`config.mk`:
```
export PLATFORM = sky130hd
export DESIGN_NAME = vram_arbiter
export DESIGN_NICKNAME = d
export VERILOG_FILES = /design/src/rtl/vram_arb_pkg.sv /design/src/rtl/vram_arbiter.sv
export SDC_FILE = /design/constraint.sdc
export NUM_CORES = 1
export LEC_CHECK = 0
export CAP_MARGIN = 0
export CELL_PAD_IN_SITES_DETAIL_PLACEMENT = 0
export CELL_PAD_IN_SITES_GLOBAL_PLACEMENT = 2
export CORE_AREA = 5 5 155 83
export CTS_BUF_LIST = sky130_fd_sc_hd__clkbuf_4 sky130_fd_sc_hd__clkbuf_8
export DETAILED_ROUTE_END_ITERATION = 8
export DIE_AREA = 0 0 160 88
export PLACE_DENSITY_LB_ADDON = 0.1
export REMOVE_ABC_BUFFERS = 1
export SLEW_MARGIN = 0
export SYNTH_ARGS = -nofsm -noshare
export SYNTH_HDL_FRONTEND = slang
export SYNTH_SLANG_ARGS = --single-unit
```
`constraint.sdc`:
```
create_clock -name clk -period 2.2 [get_ports clk]
set_input_delay 0.44 -clock clk [delete_from_list [all_inputs] [get_ports clk]]
set_output_delay 0.44 -clock clk [all_outputs]
set_load 0.02 [all_outputs]
```
`src/rtl/vram_arb_pkg.sv`:
```
// Shared types and helpers for the VRAM arbiter: FSM states, the latched aux
// request, default timing constants and the bank write-enable decode.
package vram_arb_pkg;

  localparam int DEF_RD_LATENCY = 2;
  localparam int DEF_MAX_RETRY  = 15;

  typedef enum logic [1:0] {
    IDLE   = 2'd0,
    AUX_RD = 2'd1,
    AUX_WR = 2'd2,
    DONE   = 2'd3
  } arb_state_t;

  typedef struct packed {
    logic        we;
    logic [16:0] addr;
    logic [7:0]  din;
  } aux_req_t;

  // Returns {we_hi, we_lo}; address bit 16 selects the hi bank.
  function automatic logic [1:0] bank_we(input logic we, input logic hi_bank);
    return {we & hi_bank, we & ~hi_bank};
  endfunction

endpackage

```
`src/rtl/vram_arbiter.sv`:
```
// Shares the two-bank VRAM between the VDP (absolute priority in its slot)
// and one auxiliary requester served in the gaps, with transparent retry.
//
// state  | meaning
// IDLE   | no aux access in flight; waiting for aux_req in a non-slot cycle
// AUX_RD | aux read holding its address until RD_LATENCY clean cycles elapse
// AUX_WR | aux write waiting for a non-slot cycle to land
// DONE   | one-cycle aux_ack; retry count cleared
module vram_arbiter
  import vram_arb_pkg::*;
#(
  parameter int RD_LATENCY = DEF_RD_LATENCY,
  parameter int MAX_RETRY  = DEF_MAX_RETRY
) (
  input  logic        clk,
  input  logic        reset_n,
  input  logic        enable,
  input  logic        vdp_slot,
  input  logic [16:0] vdp_addr,
  input  logic        vdp_we,
  input  logic [7:0]  vdp_din,
  output logic [15:0] vdp_q,
  input  logic        aux_req,
  input  logic        aux_we,
  input  logic [16:0] aux_addr,
  input  logic [7:0]  aux_din,
  output logic        aux_ack,
  output logic [7:0]  aux_dout,
  output logic        aux_starved,
  output logic [15:0] mem_addr,
  output logic [7:0]  mem_data,
  output logic        mem_we_lo,
  output logic        mem_we_hi,
  input  logic [7:0]  mem_q_lo,
  input  logic [7:0]  mem_q_hi
);

  localparam logic [2:0] LP_RD_LAT    = 3'(RD_LATENCY);
  localparam logic [3:0] LP_MAX_RETRY = 4'(MAX_RETRY);

  arb_state_t  r_state;
  aux_req_t    r_req;
  logic [2:0]  r_lat_cnt;
  logic [3:0]  r_retry_cnt;
  logic [7:0]  r_aux_dout;
  logic        r_starved;

  logic [3:0]  w_retry_next;
  logic        w_aux_busy;
  logic        w_retry_hit;
  logic [1:0]  w_we;

  assign w_aux_busy   = (r_state == AUX_RD) || (r_state == AUX_WR);
  assign w_retry_hit  = w_aux_busy && vdp_slot;
  assign w_retry_next = (r_retry_cnt == LP_MAX_RETRY) ? r_retry_cnt : r_retry_cnt + 4'd1;

  always_ff @(posedge clk or negedge reset_n) begin
    if (!reset_n) begin
      r_state     <= IDLE;
      r_req       <= '0;
      r_lat_cnt   <= '0;
      r_retry_cnt <= '0;
      r_aux_dout  <= 8'h00;
      r_starved   <= 1'b0;
    end else if (!enable) begin
      r_state   <= IDLE;
      r_lat_cnt <= '0;
    end else begin
      case (r_state)
        IDLE: begin
          if (aux_req && !vdp_slot) begin
            r_req     <= '{we: aux_we, addr: aux_addr, din: aux_din};
            r_state   <= aux_we ? AUX_WR : AUX_RD;
            r_lat_cnt <= aux_we ? 3'd0 : 3'd1;
          end
        end
        AUX_WR: begin
          if (!vdp_slot) r_state <= DONE;
        end
        AUX_RD: begin
          // A slot moves the address away from the aux target, so the
          // read latency window starts over.
          if (vdp_slot) begin
            r_lat_cnt <= 3'd1;
          end else if (r_lat_cnt == LP_RD_LAT) begin
            r_aux_dout <= r_req.addr[16] ? mem_q_hi : mem_q_lo;
            r_state    <= DONE;
          end else begin
            r_lat_cnt <= r_lat_cnt + 3'd1;
          end
        end
        DONE: begin
          r_state     <= IDLE;
          r_lat_cnt   <= '0;
          r_retry_cnt <= '0;
        end
        default: r_state <= IDLE;
      endcase

      if (w_retry_hit) begin
        r_retry_cnt <= w_retry_next;
        if (w_retry_next == LP_MAX_RETRY) r_starved <= 1'b1;
      end
    end
  end

  always_comb begin
    mem_addr = vdp_addr[15:0];
    mem_data = vdp_din;
    w_we     = 2'b00;
    if (!reset_n || !enable) begin
      mem_addr = '1;
      mem_data = '1;
    end else if (vdp_slot) begin
      w_we = bank_we(vdp_we, vdp_addr[16]);
    end else if (w_aux_busy) begin
      mem_addr = r_req.addr[15:0];
      mem_data = r_req.din;
      w_we     = bank_we(r_req.we && (r_state == AUX_WR), r_req.addr[16]);
    end
  end

  assign mem_we_hi   = w_we[1];
  assign mem_we_lo   = w_we[0];
  assign vdp_q       = {mem_q_hi, mem_q_lo};
  assign aux_ack     = (r_state == DONE) && enable;
  assign aux_dout    = r_aux_dout;
  assign aux_starved = r_starved;

endmodule

```
==> results.ini <==
[route]
detail_route.vias_per_cell=4.30
dr.pass1.iters=4
wirelength_mm=8.65
drt-initial-drc-count=69
num_vias=2333
postRouteAntennaNets=0
wl_per_cell_um=15.9
remaining_drc_errors=0

[synthesis]
synthTopCellsByArea=sky130_fd_sc_hd__dfrtp_1 (41%), sky130_fd_sc_hd__mux2_2 (11%), sky130_fd_sc_hd__nand2_1 (7.5%)
synth-edff-count=0
synth_top_area_frac=0.415
mappedNetlistArea_um2=2660
synthDominantAreaCellType=sky130_fd_sc_hd__dfrtp_1
synth_top_flop_cell=sky130_fd_sc_hd__dfrtp_1
postSynth.asyncResetShare=1.00
avgSynthCellArea_um2=9.73
yosysMostFrequentCell=sky130_fd_sc_hd__nand2_1
post_synth_most_frequent_cells=sky130_fd_sc_hd__nand2_1 (53), sky130_fd_sc_hd__dfrtp_1 (44), sky130_fd_sc_hd__nand3_1 (29)
synth.ff_latch_count=44
netlist_instances=273
synth_seq_area_share=0.415
synth_warnings=0
distinct_cells_synth=42

[setup_path]
timing.setup.critical_path_class=reg -> out
critPathCaptureType=output port
crit_path_max_incr_delay_ns=0.42
r2r_cells=8
crit_path_max_fanout=6
critical-path-top-delay-family=buffers and inverters
required_time_of_the_critical_path_ns=1.76
cp_num_cells=8
crit_path_cell_trace=inv_2 -> ha_4 -> and2b_4 -> buf_12 -> buf_16 -> nand2_2 -> nand3_2 -> buf_6
path_buf_inv=4
worst_ep_arrival_time_ns=1.78
critPathSlowestCell=sky130_fd_sc_hd__dfrtp_1
type_of_element_launching_the_critical_path=register

[cells_and_area]
n_antenna_cell=0
finish.cell_count_without_fillers=543
final_util=0.391
multi_input_comb_area_um2=1520
finish.net_count=474
area_growth_pct=67.6
layout-drive-gt1-share=0.331
sequential_cell_area_in_the_final_layout_um2=1100
filler_cell_count=1144

[placement]
placed_cells_incl_taps=531
preCtsSetupSlack_ns=-0.420
place.gp.congestion=0.765
dp_hpwl_mm=6.24
port_buffers=124

[pwr]
irDropWorstVdd_mv=0.270
power_leakage_nw=1.97
power-per-cell-area_nw_per_um2=874
total_power_mw=3.89

[status]
run_status=finished with violations
violations_in_the_final_reports=setup timing

[global_route]
total_congestion_overflow_after_global_routing=0
grt_usage=0.125
via_count_of_the_first_global_routing_pass=2488
grt_start_max_net_pins=45
grt_first_pass_wirelength_mm=13.8
grt_antenna_before_repair=0

[worst_hold_path]
hold_path.class=in -> async

[timing]
setup_violations=3
timing.max_slew.rel_slack=0.592
hold_viol=0
rsz_0062_raised_after_global_routing=true
fin_worst_skew_ns=0.00430
final.min_clock_period_ns=2.22
min_period_over_period=1.01
worst_pin_slew_ns=0.611
finalMaxSlewViolations=0
fmax_mhz=451
layout_setup_ws_ns=-0.0169

[die]
core_region_area_um2=11400
placement_row_count=28
width_of_the_die_um=160
effective_utilization_at_floorplan=0.233
pin_count=125
die-area_um2=14100
floorplan.die.height_um=88

[clocking]
cts.path.max_buffers=2
clock_sinks=44
cts_made_buffers=5
tritoncts_clock_tree=yes
clk-insertion-delay-late_ns=0.30
clock_tree.root_cell=sky130_fd_sc_hd__clkbuf_8
ctsHoldBuffers=0
htree_levels=2
cts.clk_slew.worst_paths_ns=0.09

[run]
maxCapViolCount=0

worst paths after layout:
check                            start              to  slack [ns]
setup / recovery            r_state[0]     mem_addr[3]       -0.02
hold / removal                 reset_n  r_retry_cnt[1]        0.25
setup reg to reg            r_state[0]    r_lat_cnt[1]        0.21
hold reg to reg            aux_starved     aux_starved        0.49
max in group asynchronous      reset_n       r_req[10]        1.53
min in group clk           aux_starved     aux_starved        0.49
per-stage QoR:
step	hold slack (ns)	TNS (ns)	cell area, µm²
2_1_floorplan	0.144	-0.212	2440
3_3_place_gp	0.458	-10.35	4040
3_5_place_dp	0.470	-10.24	4040
4_1_cts	0.273	-0.339	4290
5_1_grt	0.303	-1.20	4450
6_report	0.253	-0.0251	4450
cells in the final DEF (no fill, tap or decap), types with 2 or more instances in the layout:
master | Yosys | layout
sky130_fd_sc_hd__buf_4 | 17 | 12
sky130_fd_sc_hd__nand2b_1 | 2 | 2
sky130_fd_sc_hd__nand3_2 | 0 | 21
sky130_fd_sc_hd__buf_12 | 0 | 6
sky130_fd_sc_hd__nand2_1 | 53 | 41
sky130_fd_sc_hd__inv_2 | 0 | 2
sky130_fd_sc_hd__inv_1 | 6 | 4
sky130_fd_sc_hd__buf_6 | 4 | 25
sky130_fd_sc_hd__o211ai_1 | 2 | 2
sky130_fd_sc_hd__nor2_1 | 16 | 16
sky130_fd_sc_hd__a31o_2 | 2 | 2
sky130_fd_sc_hd__buf_2 | 8 | 2
sky130_fd_sc_hd__a21oi_1 | 11 | 11
sky130_fd_sc_hd__nor2b_1 | 2 | 2
sky130_fd_sc_hd__clkbuf_8 | 0 | 7
sky130_fd_sc_hd__buf_16 | 0 | 2
sky130_fd_sc_hd__dfrtp_1 | 44 | 44
sky130_fd_sc_hd__and2_1 | 3 | 2
sky130_fd_sc_hd__o21ai_0 | 2 | 2
sky130_fd_sc_hd__mux2i_1 | 10 | 10
sky130_fd_sc_hd__o22ai_1 | 2 | 2
sky130_fd_sc_hd__nand3_1 | 29 | 8
sky130_fd_sc_hd__ha_1 | 8 | 7
sky130_fd_sc_hd__clkdlybuf4s50_1 | 0 | 96
sky130_fd_sc_hd__nand2_4 | 0 | 11
sky130_fd_sc_hd__nor3_1 | 2 | 2
sky130_fd_sc_hd__mux2_2 | 27 | 27
worst register-to-register path: stages, from the launching register on:
cell	delay [ns]
sky130_fd_sc_hd__dfrtp_1	0.42
sky130_fd_sc_hd__inv_2	0.09
sky130_fd_sc_hd__ha_4	0.20
sky130_fd_sc_hd__buf_4	0.13
sky130_fd_sc_hd__buf_4	0.14
sky130_fd_sc_hd__nor2b_1	0.13
sky130_fd_sc_hd__a21oi_1	0.26
sky130_fd_sc_hd__o22a_2	0.23
sky130_fd_sc_hd__mux2_4	0.30
flip-flops by register name, summed over array words and instances (netlist names):
register / cells
r_state: 2
r_req: 26
aux_starved: 1
aux_dout: 8
r_retry_cnt: 4
r_lat_cnt: 3
metal layers:
layer,share of wire,up-vias,GRT usage
li1,-,1165,-
met1,0.52,1097,0.177
met2,0.39,69,0.180
met3,0.083,2,0.0512
met4,0.0034,0,0.0234
met5,0,-,0
final cells by class:
type,instances,share of cell area
clock buffer,7,0.0216
tap,150,0.0421
timing repair buffer,144,0.343
inverter,6,0.00506
multi-input combinational,192,0.341
sequential,44,0.247
timing repair:
action | CTS | global route
resized for setup | 166 | 43
gates cloned | 2 | 0
endpoints found under the setup margin | 27 | 26
setup buffers | 2 | 1
hold endpoints to repair | 0 | 0
pin swaps | 19 | 5
cells by family after synthesis:
logic type	share of synthesized area
compound gates	0.0768
xor+xnor	0.00330
fa+ha+maj	0.0377
buf+inv	0.0914
flops	0.415
mux	0.158
simple gates	0.219
report_power, final:
group	internal, mW	switching (mW)	leakage (nW)	total (mW)
clock	0.281	0.293	0.0503	0.574
combinational	1.04	0.915	1.37	1.96
sequential	1.11	0.252	0.554	1.36
Note: power is estimated with default switching activity, not from simulation.
